[src/rtl/fb_rect_fill_if.sv]
// Command and framebuffer-write bundle for the rectangle fill engine.
// The host side drives commands and the stall; the engine (slave) drives writes and status.
interface fb_rect_fill_if;
    logic        cmd_valid;
    logic        cmd_ready;
    logic [9:0]  cmd_x0;
    logic [9:0]  cmd_y0;
    logic [9:0]  cmd_x1;
    logic [9:0]  cmd_y1;
    logic [2:0]  cmd_rgb;
    logic        wr_en;
    logic [19:0] wr_addr;
    logic [2:0]  wr_data;
    logic        wr_stall;
    logic        busy;
    logic        done;
    logic [18:0] pix_cnt;

    modport master (
        output cmd_valid, cmd_x0, cmd_y0, cmd_x1, cmd_y1, cmd_rgb, wr_stall,
        input  cmd_ready, wr_en, wr_addr, wr_data, busy, done, pix_cnt
    );

    modport slave (
        input  cmd_valid, cmd_x0, cmd_y0, cmd_x1, cmd_y1, cmd_rgb, wr_stall,
        output cmd_ready, wr_en, wr_addr, wr_data, busy, done, pix_cnt
    );
endinterface

[src/rtl/fb_rect_fill.sv]
// Rectangle fill engine: normalises and clips one command, then emits one
// framebuffer write per pixel in raster order using packed {x, y} addresses.
module fb_rect_fill #(
    parameter int H_ACTIVE = 640,
    parameter int V_ACTIVE = 480
) (
    input logic           sysclk,
    input logic           rst_n,
    fb_rect_fill_if.slave bus
);

    localparam logic [9:0] X_MAX = 10'(H_ACTIVE - 1);
    localparam logic [9:0] Y_MAX = 10'(V_ACTIVE - 1);

    typedef enum logic [1:0] {IDLE, CLIP, FILL, DONE} state_t;

    state_t      state_q, state_d;
    logic [9:0]  cx0_q, cx0_d, cy0_q, cy0_d, cx1_q, cx1_d, cy1_q, cy1_d;
    logic [2:0]  rgb_q, rgb_d;
    logic [9:0]  xl_q, xl_d, xh_q, xh_d, yh_q, yh_d;
    logic [9:0]  x_q, x_d, y_q, y_d;
    logic        cmd_ready_q, cmd_ready_d;
    logic        wr_en_q, wr_en_d;
    logic [19:0] wr_addr_q, wr_addr_d;
    logic [2:0]  wr_data_q, wr_data_d;
    logic        busy_q, busy_d;
    logic        done_q, done_d;
    logic [18:0] pix_cnt_q, pix_cnt_d;

    logic [9:0]  xl_c, xh_c, yl_c, yh_c;
    logic        last_px;

    assign xl_c    = (cx0_q < cx1_q) ? cx0_q : cx1_q;
    assign xh_c    = (cx0_q < cx1_q) ? cx1_q : cx0_q;
    assign yl_c    = (cy0_q < cy1_q) ? cy0_q : cy1_q;
    assign yh_c    = (cy0_q < cy1_q) ? cy1_q : cy0_q;
    assign last_px = (x_q == xh_q) && (y_q == yh_q);

    always_comb begin
        state_d     = state_q;
        cx0_d       = cx0_q;
        cy0_d       = cy0_q;
        cx1_d       = cx1_q;
        cy1_d       = cy1_q;
        rgb_d       = rgb_q;
        xl_d        = xl_q;
        xh_d        = xh_q;
        yh_d        = yh_q;
        x_d         = x_q;
        y_d         = y_q;
        cmd_ready_d = cmd_ready_q;
        wr_en_d     = wr_en_q;
        wr_addr_d   = wr_addr_q;
        wr_data_d   = wr_data_q;
        busy_d      = busy_q;
        done_d      = 1'b0;
        pix_cnt_d   = pix_cnt_q;

        case (state_q)
            IDLE: begin
                cmd_ready_d = 1'b1;
                if (bus.cmd_valid && cmd_ready_q) begin
                    cx0_d       = bus.cmd_x0;
                    cy0_d       = bus.cmd_y0;
                    cx1_d       = bus.cmd_x1;
                    cy1_d       = bus.cmd_y1;
                    rgb_d       = bus.cmd_rgb;
                    pix_cnt_d   = '0;
                    busy_d      = 1'b1;
                    cmd_ready_d = 1'b0;
                    state_d     = CLIP;
                end
            end
            CLIP: begin
                // A rectangle whose low corner is off-screen has no visible pixels.
                if (xl_c > X_MAX || yl_c > Y_MAX) begin
                    done_d  = 1'b1;
                    busy_d  = 1'b0;
                    state_d = DONE;
                end else begin
                    xl_d      = xl_c;
                    xh_d      = (xh_c > X_MAX) ? X_MAX : xh_c;
                    yh_d      = (yh_c > Y_MAX) ? Y_MAX : yh_c;
                    x_d       = xl_c;
                    y_d       = yl_c;
                    wr_en_d   = 1'b1;
                    wr_addr_d = {xl_c, yl_c};
                    wr_data_d = rgb_q;
                    state_d   = FILL;
                end
            end
            FILL: begin
                if (!bus.wr_stall) begin
                    pix_cnt_d = pix_cnt_q + 19'd1;
                    if (last_px) begin
                        wr_en_d = 1'b0;
                        done_d  = 1'b1;
                        busy_d  = 1'b0;
                        state_d = DONE;
                    end else begin
                        if (x_q < xh_q) begin
                            x_d = x_q + 10'd1;
                        end else begin
                            x_d = xl_q;
                            y_d = y_q + 10'd1;
                        end
                        wr_addr_d = {x_d, y_d};
                    end
                end
            end
            DONE: begin
                cmd_ready_d = 1'b1;
                state_d     = IDLE;
            end
            default: state_d = IDLE;
        endcase
    end

    always_ff @(posedge sysclk or negedge rst_n) begin
        if (!rst_n) begin
            state_q     <= IDLE;
            cx0_q       <= '0;
            cy0_q       <= '0;
            cx1_q       <= '0;
            cy1_q       <= '0;
            rgb_q       <= '0;
            xl_q        <= '0;
            xh_q        <= '0;
            yh_q        <= '0;
            x_q         <= '0;
            y_q         <= '0;
            cmd_ready_q <= 1'b0;
            wr_en_q     <= 1'b0;
            wr_addr_q   <= '0;
            wr_data_q   <= '0;
            busy_q      <= 1'b0;
            done_q      <= 1'b0;
            pix_cnt_q   <= '0;
        end else begin
            state_q     <= state_d;
            cx0_q       <= cx0_d;
            cy0_q       <= cy0_d;
            cx1_q       <= cx1_d;
            cy1_q       <= cy1_d;
            rgb_q       <= rgb_d;
            xl_q        <= xl_d;
            xh_q        <= xh_d;
            yh_q        <= yh_d;
            x_q         <= x_d;
            y_q         <= y_d;
            cmd_ready_q <= cmd_ready_d;
            wr_en_q     <= wr_en_d;
            wr_addr_q   <= wr_addr_d;
            wr_data_q   <= wr_data_d;
            busy_q      <= busy_d;
            done_q      <= done_d;
            pix_cnt_q   <= pix_cnt_d;
        end
    end

    assign bus.cmd_ready = cmd_ready_q;
    assign bus.wr_en     = wr_en_q;
    assign bus.wr_addr   = wr_addr_q;
    assign bus.wr_data   = wr_data_q;
    assign bus.busy      = busy_q;
    assign bus.done      = done_q;
    assign bus.pix_cnt   = pix_cnt_q;

endmodule

[src/flat_wrapper.sv]
// flat-port wrapper written by rule: the top's interface ports become plain ports
module fb_rect_fill_flat 
#(
    parameter int H_ACTIVE = 640,
    parameter int V_ACTIVE = 480
)
  (sysclk, rst_n, bus_cmd_valid, bus_cmd_x0, bus_cmd_y0, bus_cmd_x1, bus_cmd_y1, bus_cmd_rgb, bus_wr_stall, bus_cmd_ready, bus_wr_en, bus_wr_addr, bus_wr_data, bus_busy, bus_done, bus_pix_cnt);
  fb_rect_fill_if bus_i ();
  input logic sysclk;
  input logic rst_n;
  input wire logic [$bits(bus_i.cmd_valid)-1:0] bus_cmd_valid;
  input wire logic [$bits(bus_i.cmd_x0)-1:0] bus_cmd_x0;
  input wire logic [$bits(bus_i.cmd_y0)-1:0] bus_cmd_y0;
  input wire logic [$bits(bus_i.cmd_x1)-1:0] bus_cmd_x1;
  input wire logic [$bits(bus_i.cmd_y1)-1:0] bus_cmd_y1;
  input wire logic [$bits(bus_i.cmd_rgb)-1:0] bus_cmd_rgb;
  input wire logic [$bits(bus_i.wr_stall)-1:0] bus_wr_stall;
  output wire logic [$bits(bus_i.cmd_ready)-1:0] bus_cmd_ready;
  output wire logic [$bits(bus_i.wr_en)-1:0] bus_wr_en;
  output wire logic [$bits(bus_i.wr_addr)-1:0] bus_wr_addr;
  output wire logic [$bits(bus_i.wr_data)-1:0] bus_wr_data;
  output wire logic [$bits(bus_i.busy)-1:0] bus_busy;
  output wire logic [$bits(bus_i.done)-1:0] bus_done;
  output wire logic [$bits(bus_i.pix_cnt)-1:0] bus_pix_cnt;
  assign bus_i.cmd_valid = bus_cmd_valid;
  assign bus_i.cmd_x0 = bus_cmd_x0;
  assign bus_i.cmd_y0 = bus_cmd_y0;
  assign bus_i.cmd_x1 = bus_cmd_x1;
  assign bus_i.cmd_y1 = bus_cmd_y1;
  assign bus_i.cmd_rgb = bus_cmd_rgb;
  assign bus_i.wr_stall = bus_wr_stall;
  assign bus_cmd_ready = bus_i.cmd_ready;
  assign bus_wr_en = bus_i.wr_en;
  assign bus_wr_addr = bus_i.wr_addr;
  assign bus_wr_data = bus_i.wr_data;
  assign bus_busy = bus_i.busy;
  assign bus_done = bus_i.done;
  assign bus_pix_cnt = bus_i.pix_cnt;
  fb_rect_fill #(.H_ACTIVE(H_ACTIVE), .V_ACTIVE(V_ACTIVE)) u_core (.sysclk(sysclk), .rst_n(rst_n), .bus(bus_i));
endmodule
[config.mk]
export PLATFORM = sky130hd
export DESIGN_NAME = fb_rect_fill_flat
export DESIGN_NICKNAME = d
export VERILOG_FILES = /design/src/rtl/fb_rect_fill_if.sv /design/src/rtl/fb_rect_fill.sv /design/src/flat_wrapper.sv
export SDC_FILE = /design/constraint.sdc
export NUM_CORES = 1
export LEC_CHECK = 0
export ABC_AREA = 1
export ABC_CLOCK_PERIOD_IN_PS = 3000
export CORE_AREA = 8 8 122 124
export DETAILED_ROUTE_END_ITERATION = 7
export DIE_AREA = 0 0 130 132
export PLACE_DENSITY = 0.79
export SLEW_MARGIN = 20
export SYNTH_ARGS = -nofsm -noshare
export SYNTH_HDL_FRONTEND = slang
export SYNTH_SLANG_ARGS = --single-unit
[constraint.sdc]
create_clock -name sysclk -period 3 [get_ports sysclk]
set_input_delay 0.75 -clock sysclk [delete_from_list [all_inputs] [get_ports sysclk]]
set_output_delay 0.75 -clock sysclk [all_outputs]
set_load 0.005 [all_outputs]
==> results of run 1 <==
worst paths after layout:
kind | from | end | slack (ns)
worst min register to register | u_core.rgb_q[2] | u_core.bus.wr_data[2] | 0.47
min in group sysclk | u_core.rgb_q[2] | u_core.bus.wr_data[2] | 0.47
worst min-delay path | rst_n | u_core.cy0_q[2] | 0.29
worst max-delay path | u_core.cy1_q[9] | u_core.bus.wr_addr[16] | 0.38
worst max register to register | u_core.cy1_q[9] | u_core.bus.wr_addr[16] | 0.38
max in group asynchronous | rst_n | u_core.xl_q[6] | 2.01
power by group through the flow:
stage	combinational [mW]	sequential [mW]	clock, mW
after floorplan	4.56	2.75	0
after global placement	5.92	2.89	0
after detailed placement	6.07	2.91	0
after CTS	6.13	2.89	2.01
after global routing	6.99	2.99	2.07
final	6.13	2.91	1.98
cells by family (layout without fill, tap and decap cells):
group | count (synthesis) | after routing | synth area share
buffers and inverters | 144 | 248 | 0.0834
XOR/XNOR | 16 | 16 | 0.0199
flip-flops | 121 | 121 | 0.430
adder cells (fa/ha/maj) | 35 | 35 | 0.0621
AND/OR/NAND/NOR | 423 | 423 | 0.262
AO/OA/AOI/OAI | 181 | 181 | 0.142
critical path, stage by stage, from the launching register on:
cell	delay, ns
dfrtp_1	0.38
inv_1	0.11
ha_1	0.26
a21o_1	0.20
nor2_4	0.17
nand3_4	0.22
nand2_1	0.12
nand2_1	0.11
nor2_1	0.18
nand2_2	0.10
nand3_4	0.09
nand2_2	0.15
nand2_2	0.28
nand2_1	0.08
o21ai_1	0.09
cells in the final DEF, fill, tap and decap left out, types with 5 or more instances in the layout:
| cell type | synthesis | routed |
|---|---|---|
| ha_1 | 35 | 35 |
| o211ai_1 | 9 | 9 |
| dfrtp_1 | 121 | 121 |
| o21ai_1 | 20 | 20 |
| clkbuf_16 | 0 | 17 |
| o22ai_1 | 5 | 5 |
| nor3_1 | 9 | 9 |
| buf_4 | 1 | 15 |
| xor2_1 | 13 | 13 |
| o21a_1 | 7 | 7 |
| clkdlybuf4s50_1 | 0 | 91 |
| nor2_1 | 44 | 44 |
| nand2_1 | 284 | 284 |
| a21oi_1 | 21 | 21 |
| nand2_2 | 9 | 9 |
| clkbuf_1 | 20 | 5 |
| nand4_1 | 22 | 22 |
| inv_1 | 104 | 104 |
| nand3_1 | 37 | 37 |
| o21ai_0 | 104 | 104 |
final cells by class:
| type | instances | area, um^2 |
|---|---|---|
| sequential | 121 | 3030 |
| inverter | 108 | 405 |
| fill | 1090 | 4270 |
| multi-input combinational | 655 | 3430 |
| clock inverter | 8 | 95.1 |
| clock buffer | 24 | 472 |
| tap | 176 | 220 |
| timing repair buffer | 108 | 1060 |
metrics by stage:
stage	instance area (um^2)	std cells	total power, mW	worst slack [ns]
2_1_floorplan	7050	920	7.32	0.884
3_3_place_gp	8150	1168	8.81	0.418
3_5_place_dp	8150	1168	8.98	0.320
4_1_cts	8710	1200	11.0	0.408
5_1_grt	8710	1200	12.0	0.131
6_report	8710	1200	11.0	0.380
routing by layer:
| metal | vias up | global-route usage |
|---|---|---|
| met3 | 30 | 0.0534 |
| met1 | 2810 | 0.279 |
| met4 | 0 | 0.0833 |
| met5 | - | 0 |
| li1 | 3179 | - |
| met2 | 210 | 0.305 |
==> results by group, run 1 <==
Run status
  • Status: completed

Setup path
  • Crit start category: flip-flop
  • CP Capture Type: flip-flop
  • Crit path kind: flip-flop to flip-flop
  • R2R depth: 14
  • Crit path max fanout: 21
  • CP required: around 3.3 ns
  • Crit path arrival time: roughly 3 ns

Cells and area
  • Ant. Diodes: 0
  • Max reg flops: 20
  • # nets final: 1093
  • Fraction of layout cells with a size suffix above 1: 0.0742
  • Synth-to-layout area growth: 23.7%
  • Core Util, Final: 0.671

Floorplan
  • Die Height: between 100 and 150 um
  • Initial Util: 0.543
  • Die ar.: ~0.017 mm^2
  • Chip width: between 100 and 150 um
  • # IOs: 93
  • Row count: 42
  • Core area: 0.0130 mm^2

Synth
  • Syn Inst Count: 920
  • Synth Register Bits: around 120
  • Ys flop type: dfrtp_1
  • Post-Syn Nets: about 1000
  • Post-synth top area cell: dfrtp_1
  • Post-synthesis cell area: a little over 0.007 mm^2
  • Post-synth top cells: 284 x nand2_1, 121 x dfrtp_1, 104 x inv_1, 104 x o21ai_0, 44 x nor2_1
  • Count leader, synth: nand2_1
  • Post-synthesis async set-or-reset flop share: 1.00
  • Syn avg cell area: ~7.7 um^2
  • Post-synth EDFFs: 0
  • Largest cells by area after synthesis: dfrtp_1 43%, nand2_1 15%, o21ai_0 7.4%
  • Top-area cell type share of the netlist area: 0.430
  • Post-synthesis sequential area ratio: 0.430
  • Synth warn: 0
  • Synth cell types: 40

STA
  • Measured slew at the worst slew-check pin: between 0.4 and 0.5 ns
  • Final worst-path cycle share: 0.873
  • RSZ-0062 raised after global routing: no
  • Setup violations, final: 0
  • Setup tns final: 0 ns
  • Clock skew: about 0.007 ns
  • Hold Worst Slack: ~0.29 ns
  • Crit path time final: roughly 2.6 ns
  • Slew HR: 0.687
  • Fmax: about 380 MHz
  • Final Slew Violations: 0
  • Final hold vios: 0

Routing
  • Vias: between 6000 and 7000
  • Post-Route WL: around 17000 um
  • Pre-antenna DRT Iters: 6
  • Metal3 WL: between 1000 and 1500 um
  • DRC: 0
  • Avg WL per Cell: 13.8 um
  • Top layer in use: met4
  • Met2 WL: between 7000 and 8000 um
  • DRC marker count from the first detailed-route iteration: around 440
  • Wl on met1: around 8000 um
  • Number of routed nets with antenna violations: 0
  • Mean number of vias per cell: 5.19

Placed design
  • # port buffers: slightly above 90
  • GPL Wtd Cong: 0.915
  • DPL Wire Length: 12100 um

Clock tree
  • CTS H-tree depth: 4
  • CTS Buf Count: 17
  • Worst-Skew Late Latency: 0.42 ns
  • CTS resizes: 0
  • Clock-pin slew on the worst setup and hold paths: 0.06 ns
  • CTS Buffer Depth: 2
  • # clock sinks: 121
  • Setup Buffers After CTS: 0
  • Clock Tree Root: clkbuf_16
  • CTS tree: done
  • CTS Hold Bufs: 0

Pwr
  • Switching Fraction: 0.464
  • Clk pwr share: 0.179
  • Static Leakage: between 4 and 5 nW
  • Psw: between 5 and 6 mW
  • Combinational group share of total power: 0.556
  • Pwr Density: ~1300 mW/mm^2
  • Max VDD drop: about 0.0006 V
  • Register share of total power: 0.264
  • Int Pwr: between 5 and 6 mW

Global route
  • Pin count of the biggest net entering global routing: a little over 80
  • Vias in the first global route: approximately 5900
  • Initial antenna violation count: 0
  • Global-route wire length before repair: 28300 um
  • Total gr overflow: 0
  • Gr usage total: 0.206

Min path
  • Min-delay worst type: primary input to async pin

Run
  • Max_cap viols: 0
Power figures use the tool's default switching activity.
==> inputs of run 2 (changes only) <==
Settings changed: CORE_AREA 8 8 122 124 to 8 8 177 179, DIE_AREA 0 0 130 132 to 0 0 185 187, PLACE_DENSITY 0.79 to not set, SKIP_LAST_GASP set to 1.
==> results by group, run 2 (same netlist as run 1, synthesis figures left out) <==
Cells and area
  • Max reg flops: 20 (unchanged)
  • Synth-to-layout area growth: 28.2%
  • Final instance area: 0.00903 mm^2 (+3.7%)
  • Fillcell total: 3038 (+180%)
  • Leading cell type in the layout, fill and taps excluded: nand2_1
  • FF/Latch Area: 0.00303 mm^2 (unchanged)
  • Fraction of layout cells with a size suffix above 1: 0.0808 (+0.00660)
  • Ant. Diodes: 0 (unchanged)
  • Core Util, Final: 0.318 (-0.353)
  • Most frequent cells in the layout: 284 x nand2_1, 121 x dfrtp_1, 104 x inv_1, 104 x o21ai_0, 91 x clkdlybuf4s50_1
  • Area of the multi-input gates: 0.00343 mm^2 (unchanged)
  • # nets final: 1096 (+0.27%)

Routing
  • Number of routed nets with antenna violations: 0 (unchanged)
  • Mean number of vias per cell: 4.36 (-16%)
  • Avg WL per Cell: 13.2 um (-4.7%)
  • Post-Route WL: 18600 um (+12%)
  • DRC: 0 (unchanged)
  • DRC marker count from the first detailed-route iteration: 435 (-0.46%)
  • Vias: 6153 (-1.2%)
  • Pre-antenna DRT Iters: 5 (-1)

Placed design
  • DPL Wire Length: 14400 um (+19%)
  • Area after DPL: 0.00844 mm^2 (+3.6%)
  • # port buffers: 92 (unchanged)
  • GPL Wtd Cong: 0.829 (-9.4%)

STA
  • Final worst-path cycle share: 0.876 (+0.00245)
  • Setup tns final: 0 ns (unchanged)
  • Crit path time final: 2.63 ns (+0.00735 ns)
  • Slew HR: 0.710 (+0.0227)
  • Clock skew: 0.00716 ns (+0.000132 ns)
  • Setup violations, final: 0 (unchanged)
  • Final hold vios: 0 (unchanged)
  • Fmax: 381 MHz (-0.28%)
  • Final Slew Violations: 0 (unchanged)
  • Measured slew at the worst slew-check pin: 0.431 ns (-0.0337 ns)
  • RSZ-0062 raised after global routing: no

Global route
  • Global-route wire length before repair: 30900 um (+9.4%)
  • Vias in the first global route: 6012 (+1.9%)
  • Pin count of the biggest net entering global routing: 38 (-53%)
  • Initial antenna violation count: 0 (unchanged)
  • Gr usage total: 0.111 (-0.0945)
  • Total gr overflow: 0 (unchanged)

Pwr
  • Total power: 11.1 mW (+0.96%)
  • Pwr Density: 1230 mW/mm^2 (-2.6%)
  • Static Leakage: 4.15 nW (+0.54%)
  • Switching Fraction: 0.465 (+0.00126)
  • Clk pwr share: 0.182 (+0.003)
  • Combinational group share of total power: 0.555 (about the same)
  • Max VDD drop: 0.000547 V (-7.3%)
  • Int Pwr: 5.95 mW (+0.73%)
  • Psw: 5.17 mW (+1.2%)
  • Register share of total power: 0.262 (-0.002)

Setup path
  • Crit path max fanout: 22 (+4.8%)
  • Slowest CP cell: dfrtp_1
  • Crit-path cells: inv_1, ha_1, a21o_1, nor2_4, nand3_4, nand2_1, nand2_1, nor2_1, nand2_2, nand3_4, nand2_2, nand2_2, nand2_1, o21ai_1
  • Crit start category: flip-flop
  • CP endpoint: u_core.bus.wr_addr[14]
  • Flop2flop setup slack: 0.37 ns (about the same)
  • CP Capture Type: flip-flop
  • Crit path max-delay family: simple AND/OR/NAND/NOR gates
  • Buf/Inv on CP: 1 (unchanged)
  • Worst setup startpoint: u_core.cy1_q[9]
  • Crit path arrival time: 2.96 ns (about the same)
  • Crit path kind: flip-flop to flip-flop
  • Worst path depth: 14 (unchanged)
  • R2R depth: 14 (unchanged)
  • Beginning of the worst register-to-register path: u_core.cy1_q[9]
  • Worst R2R End: u_core.bus.wr_addr[14]
  • Critical path's largest stage delay: 0.34 ns (-0.04 ns)
  • CP required: 3.33 ns (about the same)

Clock tree
  • Setup Buffers After CTS: 0 (unchanged)
  • CTS H-tree depth: 4 (unchanged)
  • Clock-pin slew on the worst setup and hold paths: 0.06 ns (about the same)
  • Clock Tree Root: clkbuf_16
  • CTS tree: done
  • CTS resizes: 0 (unchanged)
  • CTS Buf Count: 17 (unchanged)
  • CTS Buffer Depth: 2 (unchanged)
  • # clock sinks: 121 (unchanged)
  • CTS Hold Bufs: 0 (unchanged)
  • Worst-Skew Late Latency: 0.42 ns (about the same)

Floorplan
  • Row count: 62 (+48%)
  • Chip width: 185 um (+42%)
  • # IOs: 93 (unchanged)
  • Core area: 0.0284 mm^2 (+120%)
  • Die Height: 187 um (+42%)
  • Die ar.: 0.0346 mm^2 (+100%)
  • Initial Util: 0.248 (-0.295)

Min path
  • Min-delay worst type: primary input to async pin

Run
  • Max_cap viols: 0 (unchanged)

Run status
  • Status: completed
## run 2: cell types whose count changed in the layout (fill, tap and decap cells not counted), sizes merged
cell,change
clkbuf,-3
buf,+3
clkinvlp,+3
## run 2: per-stage QoR
step / cells / hold WS, ns / worst slack (ns)
after floorplan: 920 / 0.442 / 0.884
after global placement: 1379 / 0.454 / 0.395
after global routing: 1411 / 0.296 / 0.0140
after detailed placement: 1379 / 0.460 / 0.391
final: 1411 / 0.270 / 0.373
after CTS: 1411 / 0.279 / 0.367
## run 2: layout make-up
type | instances | share of cell area
flip-flops and latches | 121 | 0.335
clock buffers | 21 | 0.0521
multi-input cells | 655 | 0.380
inverters | 108 | 0.0449
repair buffers | 111 | 0.122
clock inverters | 11 | 0.0134
well taps | 384 | 0.0532
## run 2: worst min-delay path by stage
stage	slack [ns]	cells past startpoint	to	start
floorplan	0.44	2	u_core.bus.wr_data[0]	u_core.rgb_q[0]
global placement	0.45	2	u_core.bus.wr_data[2]	u_core.rgb_q[2]
detailed placement	0.46	2	u_core.bus.wr_data[0]	u_core.rgb_q[0]
CTS	0.28	1	u_core.bus.done	rst_n
global route	0.30	1	u_core.bus.done	rst_n
finish	0.27	1	u_core.bus.pix_cnt[4]	rst_n
## run 2: per-layer routing
metal  vias to the layer above  GRT usage  part of all wire
met1                      2799      0.150              0.49
met4                         0     0.0333             0.014
met2                       145      0.171              0.44
met3                        21     0.0295             0.057
met5                         -          0                 0
li1                       3188          -                 -
## run 2: power by group through the flow
stage	Clock (mW)	Sequential (mW)	Combinational, mW
2_1_floorplan	0	2.75	4.56
3_3_place_gp	0	2.93	6.10
3_5_place_dp	0	2.94	6.21
4_1_cts	2.08	2.91	6.24
5_1_grt	2.15	3.02	7.13
6_report	2.03	2.92	6.17
==> inputs of run 3 (changes only) <==
Settings changed: CELL_PAD_IN_SITES_DETAIL_PLACEMENT set to 1, CELL_PAD_IN_SITES_GLOBAL_PLACEMENT set to 2, PLACE_DENSITY set to 0.66.
==> results by group, run 3 (same netlist as run 1, synthesis figures left out) <==
Routing
  • Avg WL per Cell: 15.3 um (+16%)
  • Mean number of vias per cell: 4.38 (+0.41%)
  • Number of routed nets with antenna violations: 0 (unchanged)
  • Pre-antenna DRT Iters: 4 (-1)
  • Post-Route WL: 21700 um (+17%)
  • DRC marker count from the first detailed-route iteration: 324 (-26%)
  • Vias: 6196 (+0.70%)
  • DRC: 0 (unchanged)

STA
  • Setup tns final: 0 ns (unchanged)
  • Slew HR: 0.642 (-0.0680)
  • Fmax: 388 MHz (+1.8%)
  • Final worst-path cycle share: 0.860 (-0.0158)
  • Setup violations, final: 0 (unchanged)
  • Crit path time final: 2.58 ns (-0.0475 ns)
  • RSZ-0062 raised after global routing: no
  • Final Slew Violations: 0 (unchanged)
  • Measured slew at the worst slew-check pin: 0.532 ns (+0.101 ns)
  • Clock skew: 0.0107 ns (+0.00350 ns)
  • Final hold vios: 0 (unchanged)
  • Hold Worst Slack: 0.240 ns (-0.0302 ns)

Setup path
  • Crit path arrival time: 2.92 ns (-0.04 ns)
  • Critical path's largest stage delay: 0.34 ns (about the same)
  • CP Capture Type: flip-flop
  • Slowest CP cell: dfrtp_1
  • Crit path kind: flip-flop to flip-flop
  • Crit-path cells: inv_1, ha_1, a21o_1, nor2_4, nand3_4, nand2_1, nand2_1, nor2_1, nand2_2, nand3_4, nand2_2, nand2_2, nand2_1, o21ai_1
  • Beginning of the worst register-to-register path: u_core.cy1_q[9]
  • Crit path max fanout: 21 (-4.5%)
  • Crit path max-delay family: simple AND/OR/NAND/NOR gates
  • Worst setup startpoint: u_core.cy1_q[9]
  • CP required: 3.34 ns (about the same)
  • Crit start category: flip-flop
  • Buf/Inv on CP: 1 (unchanged)

Placed design
  • # port buffers: 92 (unchanged)
  • DPL Wire Length: 16200 um (+13%)
  • GPL Wtd Cong: 0.763 (-7.9%)
  • Area after DPL: 0.00847 mm^2 (+0.36%)

Cells and area
  • # nets final: 1100 (+0.36%)
  • Most frequent cells in the layout: 284 x nand2_1, 121 x dfrtp_1, 104 x inv_1, 104 x o21ai_0, 91 x clkdlybuf4s50_1
  • Final instance area: 0.00907 mm^2 (+0.39%)
  • Synth-to-layout area growth: 28.7%
  • Max reg flops: 20 (unchanged)
  • Core Util, Final: 0.319 (+0.00123)
  • Fraction of layout cells with a size suffix above 1: 0.0834 (+0.00260)
  • Ant. Diodes: 0 (unchanged)
  • Leading cell type in the layout, fill and taps excluded: nand2_1

Run
  • Max_cap viols: 0 (unchanged)

Clock tree
  • CTS Buffer Depth: 2 (unchanged)
  • Clock Tree Root: clkbuf_16
  • # clock sinks: 121 (unchanged)
  • Worst-Skew Late Latency: 0.42 ns (about the same)
  • CTS tree: done
  • CTS Hold Bufs: 0 (unchanged)
  • Clock-pin slew on the worst setup and hold paths: 0.06 ns (about the same)
  • CTS H-tree depth: 4 (unchanged)
  • CTS Buf Count: 17 (unchanged)
  • CTS resizes: 0 (unchanged)
  • Setup Buffers After CTS: 0 (unchanged)

Floorplan
  • # IOs: 93 (unchanged)
  • Row count: 62 (unchanged)
  • Die Height: 187 um (unchanged)
  • Core area: 0.0284 mm^2 (unchanged)
  • Chip width: 185 um (unchanged)
  • Initial Util: 0.248 (unchanged)
  • Die ar.: 0.0346 mm^2 (unchanged)

Pwr
  • Switching Fraction: 0.476 (+0.0106)
  • Pwr Density: 1280 mW/mm^2 (+3.7%)
  • Psw: 5.51 mW (+6.5%)
  • Combinational group share of total power: 0.566 (+0.011)
  • Max VDD drop: 0.000460 V (-16%)
  • Register share of total power: 0.252 (-0.010)
  • Static Leakage: 4.17 nW (+0.62%)
  • Int Pwr: 6.07 mW (+2.1%)
  • Clk pwr share: 0.183 (about the same)

Global route
  • GRT met2 Usage: 0.192 (+0.0210)
  • Pin count of the biggest net entering global routing: 81 (+110%)
  • Total gr overflow: 0 (unchanged)
  • M3 GR Usage: 0.0293 (-0.000194)
  • Met1 GRT Util: 0.188 (+0.0378)
  • Gr usage total: 0.129 (+0.0183)
  • Most used routing layer: met2
  • Vias in the first global route: 6390 (+6.3%)
  • Global-route wire length before repair: 35500 um (+15%)
  • Initial antenna violation count: 0 (unchanged)

Min path
  • Min-delay worst type: primary input to async pin

Run status
  • Status: completed
run 3: cell count changes in the layout (fill, tap and decap cells not counted), sizes merged:
cell / delta
clkinvlp: -2
bufinv: +1
buf: +4
clkinv: +2
clkbuf: -1
run 3: metal layers:
layer	wire, um	up-vias	part of all wire
met3	764	14	0.035
met5	0	-	0
met1	11500	2893	0.53
met2	9210	92	0.43
li1	-	3197	-
met4	154	0	0.0071
run 3: final timing paths:
| check | end | slack (ns) | cells past startpoint |
|---|---|---|---|
| max | u_core.bus.wr_addr[13] | 0.42 | 14 |
| min | u_core.rgb_q[2] | 0.24 | 1 |
| max in group asynchronous | u_core.cy1_q[2] | 2.11 | 2 |
| min reg2reg | u_core.bus.wr_data[0] | 0.47 | 2 |
| min in group sysclk | u_core.bus.wr_data[0] | 0.47 | 2 |
| max reg2reg | u_core.bus.wr_addr[13] | 0.42 | 14 |
run 3: final cells by class:
cell class | instances | area [um^2]
Fill cell | 3479 | 19300
Multi-Input combinational cell | 655 | 3430
Sequential cell | 121 | 3030
Timing Repair Buffer | 115 | 1130
Tap cell | 384 | 480
Clock buffer | 20 | 447
Inverter | 108 | 405
Clock inverter | 12 | 150
run 3: power by group through the flow:
| stage | Combinational, mW | Sequential, mW | Clock (mW) |
|---|---|---|---|
| floorplan | 4.56 | 2.75 | 0 |
| global placement | 6.59 | 2.94 | 0 |
| detailed placement | 6.67 | 2.95 | 0 |
| CTS | 6.71 | 2.93 | 2.18 |
| global route | 7.55 | 3.02 | 2.25 |
| finish | 6.55 | 2.91 | 2.11 |
run 3: stage by stage:
step / std cells / worst slack (ns) / total power [mW]
finish: 1415 / 0.420 / 11.6
detailed placement: 1383 / 0.320 / 9.63
floorplan: 920 / 0.884 / 7.32
global placement: 1383 / 0.358 / 9.53
CTS: 1415 / 0.372 / 11.8
global route: 1415 / 0.0811 / 12.8
